`config.mk`:
```
export PLATFORM = sky130hd
export DESIGN_NAME = pc_fetch
export DESIGN_NICKNAME = d
export VERILOG_FILES = /design/src/rtl/pc_fetch_pkg.sv /design/src/rtl/pc_fetch.sv
export SDC_FILE = /design/constraint.sdc
export NUM_CORES = 1
export LEC_CHECK = 0
export CAP_MARGIN = 40
export CORE_MARGIN = 3
export CORE_UTILIZATION = 25
export DETAILED_ROUTE_END_ITERATION = 10
export PLACE_DENSITY_LB_ADDON = 0.3
export SLEW_MARGIN = 10
export SYNTH_ARGS = -nofsm -noshare
export SYNTH_HDL_FRONTEND = slang
export SYNTH_SLANG_ARGS = --single-unit
```
`constraint.sdc`:
```
create_clock -name clk -period 8.5 [get_ports clk]
set_input_delay 1.7 -clock clk [delete_from_list [all_inputs] [get_ports clk]]
set_output_delay 1.7 -clock clk [all_outputs]
set_load 0.01 [all_outputs]
```
`src/rtl/pc_fetch_pkg.sv`:
```
`default_nettype none
// ============================================================================
//  Module      : pc_fetch_pkg
//  Description : Shared definitions for the instruction-fetch stage: the
//                fetch FSM state encoding, default reset PC, default
//                instruction-memory ack timeout and the datapath word width.
//  Contents    : XLEN                 - datapath / address width (32)
//                RESET_PC_DEFAULT     - PC loaded on reset
//                ACK_TIMEOUT_DEFAULT  - cycles allowed waiting for imem_ack
//                fetch_state_t        - REQ / HOLD / ERR
//                is_word_aligned()    - true when an address is 4-byte aligned
//  Revision    : 1.0 - initial release
// ============================================================================
package pc_fetch_pkg;

   localparam int XLEN = 32;

   localparam logic [XLEN-1:0] RESET_PC_DEFAULT = 32'h0000_0000;

   localparam int ACK_TIMEOUT_DEFAULT = 16;

   typedef enum logic [1:0] {
      ST_REQ  = 2'd0,
      ST_HOLD = 2'd1,
      ST_ERR  = 2'd2
   } fetch_state_t;

   function automatic logic is_word_aligned(input logic [XLEN-1:0] addr);
      return (addr[1:0] == 2'b00);
   endfunction

endpackage : pc_fetch_pkg
`default_nettype wire

```
`src/rtl/pc_fetch.sv`:
```
`default_nettype none
// ============================================================================
//  Module      : pc_fetch
//  Description : Instruction-fetch stage sitting between the next-PC logic
//                and decode. Issues a read for the current PC, captures the
//                returned word, holds it until decode takes it, then loads
//                the next PC and requests again. A missing ack or a
//                misaligned next PC raises a sticky error and parks the
//                block until reset.
//  Parameters  : RESET_PC     - PC value loaded on reset
//                ACK_TIMEOUT  - cycles spent waiting for imem_ack before error
//  Ports       : clk          in   clock, rising edge
//                reset        in   asynchronous active-high reset
//                next_pc      in   [31:0] next PC, sampled on hand-off only
//                stall        in   hazard stall, blocks hand-off
//                decode_ready in   decode accepts the held instruction
//                imem_ack     in   instruction memory returns data
//                imem_rdata   in   [31:0] instruction word (valid with ack)
//                imem_req     out  registered read request
//                imem_addr    out  [31:0] read address (equals pc)
//                pc           out  [31:0] current PC
//                instruction  out  [31:0] registered instruction word
//                instr_valid  out  instruction not yet handed off
//                fetch_err    out  sticky error flag
//                retired      out  [31:0] completed hand-off count
//  Revision    : 1.0 - initial release
// ============================================================================
module pc_fetch
   import pc_fetch_pkg::*;
#(
   parameter logic [XLEN-1:0] RESET_PC    = RESET_PC_DEFAULT,
   parameter int              ACK_TIMEOUT = ACK_TIMEOUT_DEFAULT
) (
   input  logic              clk,
   input  logic              reset,
   input  logic [XLEN-1:0]   next_pc,
   input  logic              stall,
   input  logic              decode_ready,
   input  logic              imem_ack,
   input  logic [XLEN-1:0]   imem_rdata,
   output logic              imem_req,
   output logic [XLEN-1:0]   imem_addr,
   output logic [XLEN-1:0]   pc,
   output logic [XLEN-1:0]   instruction,
   output logic              instr_valid,
   output logic              fetch_err,
   output logic [XLEN-1:0]   retired
);

   localparam int WAIT_W = (ACK_TIMEOUT > 1) ? $clog2(ACK_TIMEOUT) : 1;
   localparam logic [WAIT_W-1:0] WAIT_LAST = WAIT_W'(ACK_TIMEOUT - 1);

   fetch_state_t      state_q,    state_d;
   logic [XLEN-1:0]   pc_q,       pc_d;
   logic [XLEN-1:0]   instr_q,    instr_d;
   logic              valid_q,    valid_d;
   logic              req_q,      req_d;
   logic              err_q,      err_d;
   logic [XLEN-1:0]   retired_q,  retired_d;
   logic [WAIT_W-1:0] wait_q,     wait_d;

   logic              handoff;

   assign handoff = decode_ready & ~stall;

   always_comb begin
      state_d   = state_q;
      pc_d      = pc_q;
      instr_d   = instr_q;
      valid_d   = valid_q;
      req_d     = req_q;
      err_d     = err_q;
      retired_d = retired_q;
      wait_d    = wait_q;

      case (state_q)
         ST_REQ: begin
            // The request is registered, so the first cycle after reset
            // drives imem_req=0 and the flop rises on the following edge.
            req_d = 1'b1;
            if (imem_ack) begin
               // An ack on the final waiting cycle still wins over the timeout.
               instr_d = imem_rdata;
               valid_d = 1'b1;
               req_d   = 1'b0;
               state_d = ST_HOLD;
            end else if (wait_q == WAIT_LAST) begin
               err_d   = 1'b1;
               req_d   = 1'b0;
               state_d = ST_ERR;
            end else begin
               wait_d = wait_q + WAIT_W'(1);
            end
         end

         ST_HOLD: begin
            if (handoff) begin
               valid_d = 1'b0;
               if (is_word_aligned(next_pc)) begin
                  pc_d      = next_pc;
                  retired_d = retired_q + 32'd1;
                  req_d     = 1'b1;
                  wait_d    = '0;
                  state_d   = ST_REQ;
               end else begin
                  // Misaligned target: PC and retire count keep their values
                  // so the faulting context is visible after the error.
                  err_d   = 1'b1;
                  req_d   = 1'b0;
                  state_d = ST_ERR;
               end
            end
         end

         ST_ERR: begin
            // Terminal: everything holds until reset.
         end

         default: begin
            err_d   = 1'b1;
            req_d   = 1'b0;
            valid_d = 1'b0;
            state_d = ST_ERR;
         end
      endcase
   end

   always_ff @(posedge clk or posedge reset) begin
      if (reset) begin
         state_q   <= ST_REQ;
         pc_q      <= RESET_PC;
         instr_q   <= '0;
         valid_q   <= 1'b0;
         req_q     <= 1'b0;
         err_q     <= 1'b0;
         retired_q <= '0;
         wait_q    <= '0;
      end else begin
         state_q   <= state_d;
         pc_q      <= pc_d;
         instr_q   <= instr_d;
         valid_q   <= valid_d;
         req_q     <= req_d;
         err_q     <= err_d;
         retired_q <= retired_d;
         wait_q    <= wait_d;
      end
   end

   assign imem_req    = req_q;
   assign imem_addr   = pc_q;
   assign pc          = pc_q;
   assign instruction = instr_q;
   assign instr_valid = valid_q;
   assign fetch_err   = err_q;
   assign retired     = retired_q;

endmodule : pc_fetch
`default_nettype wire

```
* Word-level counts from Yosys, hierarchy flattened
Index checks and enable logic that the tools add are counted.
** Storage, ports and cells
- Output and inout bits :: 131
- Logic and storage cells :: 57
- Bits in registers :: 105
** Operators by class
- Equality and inequality tests :: 11
- Add/subtract/negate cells :: 2
- Reduce and logical (&&, ||, !) cells :: 10
- Multiplexer cells :: 23
- Bitwise gates (word level) :: 3
** Operators with widths (count)
- $add 32x1->32 const B :: 1
- $mux 4 :: 4
- $ne 2x2->1 const B :: 7
- $mux 1 :: 10
- $reduce_and 5->1 :: 2
- $pmux 1 s3 :: 3
- $reduce_and 3->1 :: 3
- $mux 2 :: 4
- $pmux 4 s2 :: 1
- $pmux 2 s3 :: 1
- $add 4x1->4 const B :: 1
- $eq 4x4->1 const B :: 1
- $logic_not 2->1 :: 2
- $reduce_and 2->1 :: 2
- $ne 3x3->1 const B :: 1
- $eq 2x1->1 const B :: 1
- $eq 2x2->1 const B :: 1
- $not 1->1 :: 2
- $reduce_bool 2->1 :: 1
- $and 1x1->1 :: 1

* Longest topological paths before layout
Gate-level depths: netlist of the first run.
- Depth in word-level cells :: 4
- Mapped depth :: 7
- Depth with buffers taken out :: 6

* Worst setup path after synthesis of the first run
No wires, ideal clock.
- Kind :: input-to-reg
- Start point :: input port decode_ready
- End point :: register pc_q[17], in the netlist imem_addr[17]
- Path slack :: 5.464 ns
- Setup time :: 0.125 ns
- Data required time :: 8.375 ns
- Stages on the path :: 6
- Buffers on the path :: 3
- Data arrival time :: 2.912 ns
- Cell sequence :: nor2b_1 > clkbuf_1 > and2_1 > buf_4 > buf_2 > mux2_2
** On the way
- Word-level cells in the longest chain between the ends :: 2
** Ends and longest elaborated chain
- start, declared :: line pc_fetch.sv:38 : input logic decode_ready,
- $and 1x1->1 :: line pc_fetch.sv:64 : assign handoff = decode_ready & ~stall;
- $reduce_and 3->1 (no line)
- end signal, assigned :: line pc_fetch.sv:140 : pc_q <= pc_d;
- end, declared :: line pc_fetch.sv:54 : logic [XLEN-1:0] pc_q, pc_d;
No other way between the ends.
A chain may end at the register's enable or synchronous reset.

* Worst setup path in the final report of the first run
- Start point :: input port decode_ready
- End point :: register retired_q[10], in the netlist retired[10]
** On the way
- Word-level cells in the longest chain between the ends :: 2
** Ends and longest elaborated chain
- $and 1x1->1 :: line pc_fetch.sv:64
- $reduce_and 3->1 (no line)
- end signal, assigned :: line pc_fetch.sv:145 : retired_q <= retired_d;
- end, declared :: line pc_fetch.sv:59 : logic [XLEN-1:0] retired_q, retired_d;
No other way between the ends.

==> metrics.txt, run 1 <==
GRT overflow 0; Top FF cell, synth dfrtp_1; Max clock buf depth 2; Cells after Synth approximately 330; placed inst area 6540 um^2; Slew Limit Fails 0; pre-CTS WS 4010 ps; number of global-route vias before repair 3,266; EDFF count, synth 0; Synth Warn # 0; GRT Resource Usage Total 0.110; Multi-input gate area 1580 um^2; crit path time final 4060 ps; Post-CTS Setup Bufs 0; CTS tree done; htree depth 3; Clock Latency Late Sink 350 ps; WS Path Type primary input to flop; Placement Rows 48; WP data required ~8800 ps; CTS sink count 105; DR DRC count 0; chip height 140 um; layout cell share with drive strength beyond 1 0.182; post-synthesis register bit count 105; PostCTS Resize Cnt 0; Syn Area/Cell 13.5 um^2; GPL Wtd Cong 0.772; Worst R2R Setup Slack 5890 ps; most common cell after layout, fill and taps aside clkdlybuf4s50_1; final worst setup slack 4440 ps; setup TNS 0 ps; Buffers on Ports ~200; Setup Skew 13.5 ps; crit path DAT 4320 ps; Syn Nets 405; initial core utilization 0.258; VDD IR max 0.0916 mV; 1st-iter DRT viols 97; endpoints failing setup 0; crit-path max FO 33; initial antenna violation count 0; largest net degree at the start of global routing 48; CTS root buffer clkbuf_16; via count 3,157; Die ar. between 15,000 and 20,000 um^2; Core Region 17,500 um^2; first-pass GRT wire length approximately 17,000 um; Layout Nets 576; 1st-pass router iterations 4; post-route total power just over 1 mW; Detail Placement HPWL 7930 um; status completed; unrepaired setup endpoints after global routing no; # hold bufs at CTS 0; P per Cell Area 148 nW/um^2; register area 2630 um^2; fin crit share 0.477; Max-Cap Viols 0; most frequent cells in the layout clkdlybuf4s50_1, dfrtp_1, mux2_2; final hold vios 0; Post-synth ARST share 1.00; final WL 10,800 um; Yosys cell types 36; Slew headroom 0.469; Slew @ Worst Pin 796 ps; Netlist Area Pre-Place around 4500 um^2; Worst setup EP type flop; Die X 140 um; Synth-to-Final Area Change 51.7%; Pleak ~3 nW; register area share after synthesis 0.583; WL/cell around 15 um; fmax approximately 0.25 GHz; Antenna Violating Nets Remaining 0; clock transition at the registers of the reported paths 70 ps; Worst setup SP type primary input; Hold Crit Class flop to flop; final instance area about 6800 um^2; # fillers 1,661; total CTS buffers 9; vias per cell 4.30; diode count 0; num ports 200
==> cells in the mapped netlist, types with 2 or more instances <==
master / instances / area [um^2]
a21oi_1: 2 / 10.0
a22o_1: 2 / 17.5
and2_1: 6 / 37.5
and3_1: 3 / 18.8
and4_1: 4 / 35.0
buf_2: 6 / 30.0
buf_4: 33 / 248
clkbuf_1: 2 / 7.51
dfrtp_1: 105 / 2630
ha_1: 2 / 25.0
inv_1: 4 / 15.0
mux2_2: 64 / 721
nand2_1: 16 / 60.1
nand3_1: 15 / 75.1
nand3_2: 2 / 20.0
nand4_1: 5 / 31.3
nor2_1: 5 / 18.8
nor3_1: 4 / 20.0
nor3_4: 2 / 32.5
nor4_1: 2 / 12.5
o21ai_0: 4 / 20.0
or4_4: 2 / 22.5
xnor2_1: 22 / 193
xor2_1: 10 / 87.6
==> registers in the layout (all words and copies together), names as in the netlist <==
signal / cells
state_q: 2
retired: 32
fetch_err: 1
instr_valid: 1
imem_req: 1
wait_q: 4
instruction: 32
imem_addr: 32
==> worst paths after layout <==
kind / endpoint / start / depth (start not counted)
min in group asynchronous: instruction[17] / reset / 2
hold / removal: fetch_err / fetch_err / 1
setup / recovery: retired[10] / decode_ready / 6
max in group asynchronous: imem_addr[14] / reset / 4
hold reg to reg: fetch_err / fetch_err / 1
setup reg to reg: retired[10] / state_q[0] / 5
==> power breakdown <==
part	switching, mW	leakage [nW]	total, mW	internal (mW)
sequential	0.00413	1.42	0.511	0.507
clock	0.191	0.142	0.430	0.239
combinational	0.0250	1.38	0.0730	0.0480
total	0.221	2.95	1.01	0.794
==> worst max-delay path, stage by stage <==
cell and delay, ps:
clkdlybuf4s50_1 440, nor2b_1 630, and2_2 820, nand4_1 250, nor3_1 290, xor2_1 180
==> layout make-up <==
| type | count | share of cell area |
|---|---|---|
| Clock buffer | 11 | 0.0355 |
| Timing Repair Buffer | 202 | 0.297 |
| Tap cell | 225 | 0.0411 |
| Multi-Input combinational cell | 183 | 0.230 |
| Inverter | 4 | 0.00256 |
| Clock inverter | 5 | 0.00914 |
| Sequential cell | 105 | 0.384 |
==> layer usage <==
| layer | vias to the layer above | GRT usage | share of wire |
|---|---|---|---|
| met5 | - | 0 | 0 |
| met4 | 0 | 0.0398 | 0.013 |
| met3 | 12 | 0.0369 | 0.085 |
| met2 | 134 | 0.175 | 0.48 |
| met1 | 1544 | 0.140 | 0.43 |
| li1 | 1467 | - | - |
==> kinds of logic after synthesis <==
group / Yosys count / synth area share
flip-flops: 105 / 0.583
AND/OR/NAND/NOR: 71 / 0.0993
multiplexers: 65 / 0.162
buffers and inverters: 46 / 0.0691
XOR/XNOR: 32 / 0.0622
AO/OA/AOI/OAI: 13 / 0.0191
adder cells (fa/ha/maj): 2 / 0.00555
==> metrics by stage <==
stage / utilization / std cells / hold slack (ps)
after global routing: 0.392 / 735 / 491
after detailed placement: 0.374 / 719 / 461
after global placement: 0.372 / 718 / 464
after floorplan: - / 334 / 492
after CTS: 0.392 / 735 / 477
final: 0.392 / 735 / 465
(Power assumes the default switching activity.)
==> run 2: changes to the inputs <==
==> constraint.sdc (replaced) <==
create_clock -name clk -period 3.3 [get_ports clk]
set_input_delay 0.66 -clock clk [delete_from_list [all_inputs] [get_ports clk]]
set_output_delay 0.66 -clock clk [all_outputs]
set_load 0.01 [all_outputs]
==> run 2 against run 1 <==
Net effect:
- non-clock buffer count is 1 higher
- total power rose to 2.5 times the previous value
- routed wire length rose by 0.64%
- clock skew fell by 10 ps
- sequential share of layout area about the same
- via count increased by 1.9%
- largest power group unchanged
==> metrics.txt, run 2 (synthesis gave the netlist of run 1 again) <==
status completed; most frequent cells in the layout clkdlybuf4s50_1, dfrtp_1, mux2_2; Max-Cap Viols 0; final instance area 6850 um^2; most used routing layer met2; Slew Limit Fails 0; GRT Resource Usage Total 0.112; Clock Latency Late Sink 340 ps; crit-path max FO 12; Hold Crit Class flop to flop; WS Path Type primary input to flop; Worst setup SP type primary input; CTS root buffer clkbuf_16; Die ar. a little under 20,000 um^2; WP data required 3560 ps; CTS tree done; final WL 10,800 um; Antenna Violating Nets Remaining 0; fmax about 0.41 GHz; hold_ws around 470 ps; 1st-pass router iterations 4; Die X 140 um; fin crit share 0.748; setup TNS 0 ps; via count around 3,200; PostCTS Resize Cnt 0; GPL Wtd Cong 0.791; post-route total power around 2.6 mW; Slew @ Worst Pin 559 ps; initial core utilization 0.258; endpoints failing setup 0; initial antenna violation count 0; cell total after placement 720; Max clock buf depth 2; crit path time final 2470 ps; total CTS buffers 9; GRT overflow 0; Detail Placement HPWL 7940 um; DR DRC count 0; Placement Rows 48; number of global-route vias before repair 3,321; final hold vios 0; Final Core Density 0.392; layout cell share with drive strength beyond 1 0.184; P per Cell Area roughly 380 nW/um^2; first-pass GRT wire length approximately 18,000 um; post-route insts no fill 736; unrepaired setup endpoints after global routing no; diode count 0; final worst setup slack 831 ps; largest net degree at the start of global routing 106; clock transition at the registers of the reported paths roughly 70 ps; met1 Usage GRT 0.135; Pleak a little under 3 nW; CTS sink count 105; Layout Nets 577; crit path DAT around 2700 ps; WL/cell 14.7 um; num ports 200; Setup Skew 3.06 ps; vias per cell around 4.4; VDD IR max 0.225 mV; # hold bufs at CTS 0; chip height 140 um; Buffers on Ports roughly 200; pre-CTS WS 442 ps; Slew headroom 0.628; Post-CTS Setup Bufs 0; htree depth 3; 1st-iter DRT viols 66; M3 GR Usage 0.0427; Synth-to-Final Area Change 51.9%; M2 GR Usage 0.185; Core Region 17,500 um^2; Worst setup EP type flop; placed inst area approximately 6600 um^2; most common cell after layout, fill and taps aside clkdlybuf4s50_1
==> run 2: power breakdown <==
| group | switching [mW] | internal, mW |
|---|---|---|
| Sequential | 0.0103 | 1.31 |
| Combinational | 0.0650 | 0.123 |
| Clock | 0.467 | 0.607 |
| Total | 0.542 | 2.04 |
==> run 2: cell type report <==
cell class / instances / area, um^2
fill: 1664 / 10600
sequential: 105 / 2630
timing repair buffer: 203 / 2050
multi-input combinational: 183 / 1580
tap: 225 / 282
clock buffer: 11 / 243
clock inverter: 5 / 55.1
inverter: 4 / 18.8
==> run 2: layer usage <==
metal,part of all wire,wire length (um),vias to the layer above
li1,-,-,1482
met1,0.42,4510,1589
met2,0.48,5210,137
met3,0.089,960,8
met4,0.013,140,0
met5,0,0,-
==> run 2: worst paths after layout <==
| path | slack (ps) | endpoint | cells past startpoint | start |
|---|---|---|---|---|
| max | 830 | retired[10] | 6 | next_pc[1] |
| min | 470 | fetch_err | 1 | fetch_err |
| max reg2reg | 1040 | retired[10] | 5 | state_q[0] |
| min reg2reg | 470 | fetch_err | 1 | fetch_err |
| max in group asynchronous | 2060 | imem_addr[14] | 3 | reset |
| min in group asynchronous | 840 | imem_addr[31] | 3 | reset |
==> run 2: worst max-delay path, cell delays in order <==
cell	delay (ps)
clkdlybuf4s50_1	470
nor4b_4	490
and2_2	460
nand4_1	200
nor3_1	280
xor2_1	170
==> run 3: changes to the inputs <==
==> constraint.sdc (replaced) <==
create_clock -name clk -period 2 [get_ports clk]
set_input_delay 0.4 -clock clk [delete_from_list [all_inputs] [get_ports clk]]
set_output_delay 0.4 -clock clk [all_outputs]
set_load 0.01 [all_outputs]
==> run 3 against run 2 <==
Net effect:
- setup slack worse by 700 ps
- critical path depth up 2
- worst hold slack better by 1.3 ps
- total power up 69%
- sequential share of layout area down 1.3 points
- critical path type unchanged
- largest cell class unchanged
==> metrics.txt, run 3 (synthesis gave the netlist of run 1 again) <==
status completed; crit-path cells clkdlybuf4s50_1 > nor4b_4 > buf_4 > nand3_4 > buf_4 > nor3_1 > and3_1 > xor2_1; GRT overflow 0; endpoints failing setup 0; crit-path max FO 5; Synth-to-Final Area Change 57.4%; num ports 200; initial core utilization 0.258; fmax around 0.54 GHz; Buffers on Ports ~200; fin crit share 0.934; final worst setup slack 133 ps; 1st-pass router iterations 4; # fillers 1,644; diode count 0; final hold vios 0; CP dominant cell by count buf_4; Setup Skew 7.29 ps; VDD IR max 0.345 mV; most frequent cells in the layout clkdlybuf4s50_1, dfrtp_1, mux2_2; Hold Crit Class flop to flop; Worst setup SP type primary input; Die X 140 um; Core Region 17,500 um^2; Max-Cap Viols 0; Placement Rows 48; WL/cell ~15 um; P per Cell Area 612 nW/um^2; Final Core Density 0.406; WP data required 2270 ps; htree depth 3; # hold bufs at CTS 0; chip height between 100 and 150 um; total CTS buffers 9; Clock Latency Late Sink 340 ps; CTS sink count 105; crit path DAT 2130 ps; Worst setup EP type flop; pre-CTS WS -279 ps; number of global-route vias before repair ~3,400; WS Path Type primary input to flop; Pleak 3.09 nW; Antenna Violating Nets Remaining 0; Detail Placement HPWL 8230 um; Slew Limit Fails 0; first-pass GRT wire length 17,900 um; Max clock buf depth 2; clock transition at the registers of the reported paths about 70 ps; Die ar. 19,700 um^2; unrepaired setup endpoints after global routing no; largest net degree at the start of global routing 64; CTS tree done; 1st-iter DRT viols 107; setup TNS 0 ps; Slew @ Worst Pin around 370 ps; Slew headroom 0.756; via count 3,232; slowest CP cell clkdlybuf4s50_1; GRT Resource Usage Total 0.113; GPL Wtd Cong 0.760; most common cell after layout, fill and taps aside clkdlybuf4s50_1; Layout Nets 600; vias per cell 4.26; CTS root buffer clkbuf_16; initial antenna violation count 0; layout cell share with drive strength beyond 1 0.227; final WL 11,000 um; DR DRC count 0; slowest stage delay, CP around 470 ps; crit path time final 1870 ps
-- run 3: changes by cell type in the layout (fill, tap and decap cells not counted), moves of 2 or more --
cell | before | now
dfrtp_2 | 0 | 2
clkinv_4 | 0 | 2
buf_4 | 2 | 20
dfrtp_1 | 105 | 103
clkinv_2 | 2 | 0
buf_12 | 2 | 6
-- run 3: cell type report --
cell class / count / area [um^2] / share of cell area
clock buffer: 10 / 239 / 0.0337
clock inverter: 6 / 75.1 / 0.0106
inverter: 4 / 18.8 / 0.00264
multi-input combinational: 183 / 1580 / 0.222
sequential: 105 / 2630 / 0.370
tap: 225 / 282 / 0.0397
timing repair buffer: 226 / 2280 / 0.321
-- run 3: worst paths after layout --
check                      cells past startpoint       start            to  slack, ps
min                                            1   fetch_err     fetch_err        470
max in group asynchronous                      3       reset    retired[2]       1130
max                                            8  next_pc[0]    retired[8]        130
min in group asynchronous                      3       reset  imem_addr[4]        510
max reg2reg                                    7  retired[1]   retired[28]        150
min reg2reg                                    1   fetch_err     fetch_err        470
-- run 3: routing by layer --
layer | vias up | global-route usage | part of all wire
met5 | - | 0 | 0
li1 | 1519 | - | -
met1 | 1564 | 0.135 | 0.42
met2 | 136 | 0.192 | 0.49
met4 | 0 | 0.0459 | 0.018
met3 | 13 | 0.0314 | 0.079
-- run 3: critical path: cells and delay by family --
kind                      cells  cell delay (ps)
and+or+nand+nor               4              750
xor gates and xnor gates      1              160
buffers and inverters         3              820
-- run 3: per-stage QoR --
stage               power (mW)  hold WS (ps)  cell area (um^2)  std cells
floorplan                 2.30           492              4510        334
global placement          2.54           455              6770        742
detailed placement        2.54           455              6770        742
CTS                       4.45           473              7080        758
global route              4.54           496              7100        759
finish                    4.35           468              7100        759
-- run 3: power by group --
| part | total (mW) | switching (mW) | leakage (nW) | internal [mW] |
|---|---|---|---|---|
| clock | 1.85 | 0.828 | 0.151 | 1.02 |
| combinational | 0.322 | 0.109 | 1.52 | 0.212 |
| sequential | 2.17 | 0.0179 | 1.42 | 2.16 |
| total | 4.35 | 0.955 | 3.09 | 3.39 |
-- run 3: what timing repair did --
item / in CTS / in global routing
resized for setup: 0 / 5
endpoints found under the setup margin: 0 / 11
setup buffers: 0 / 1
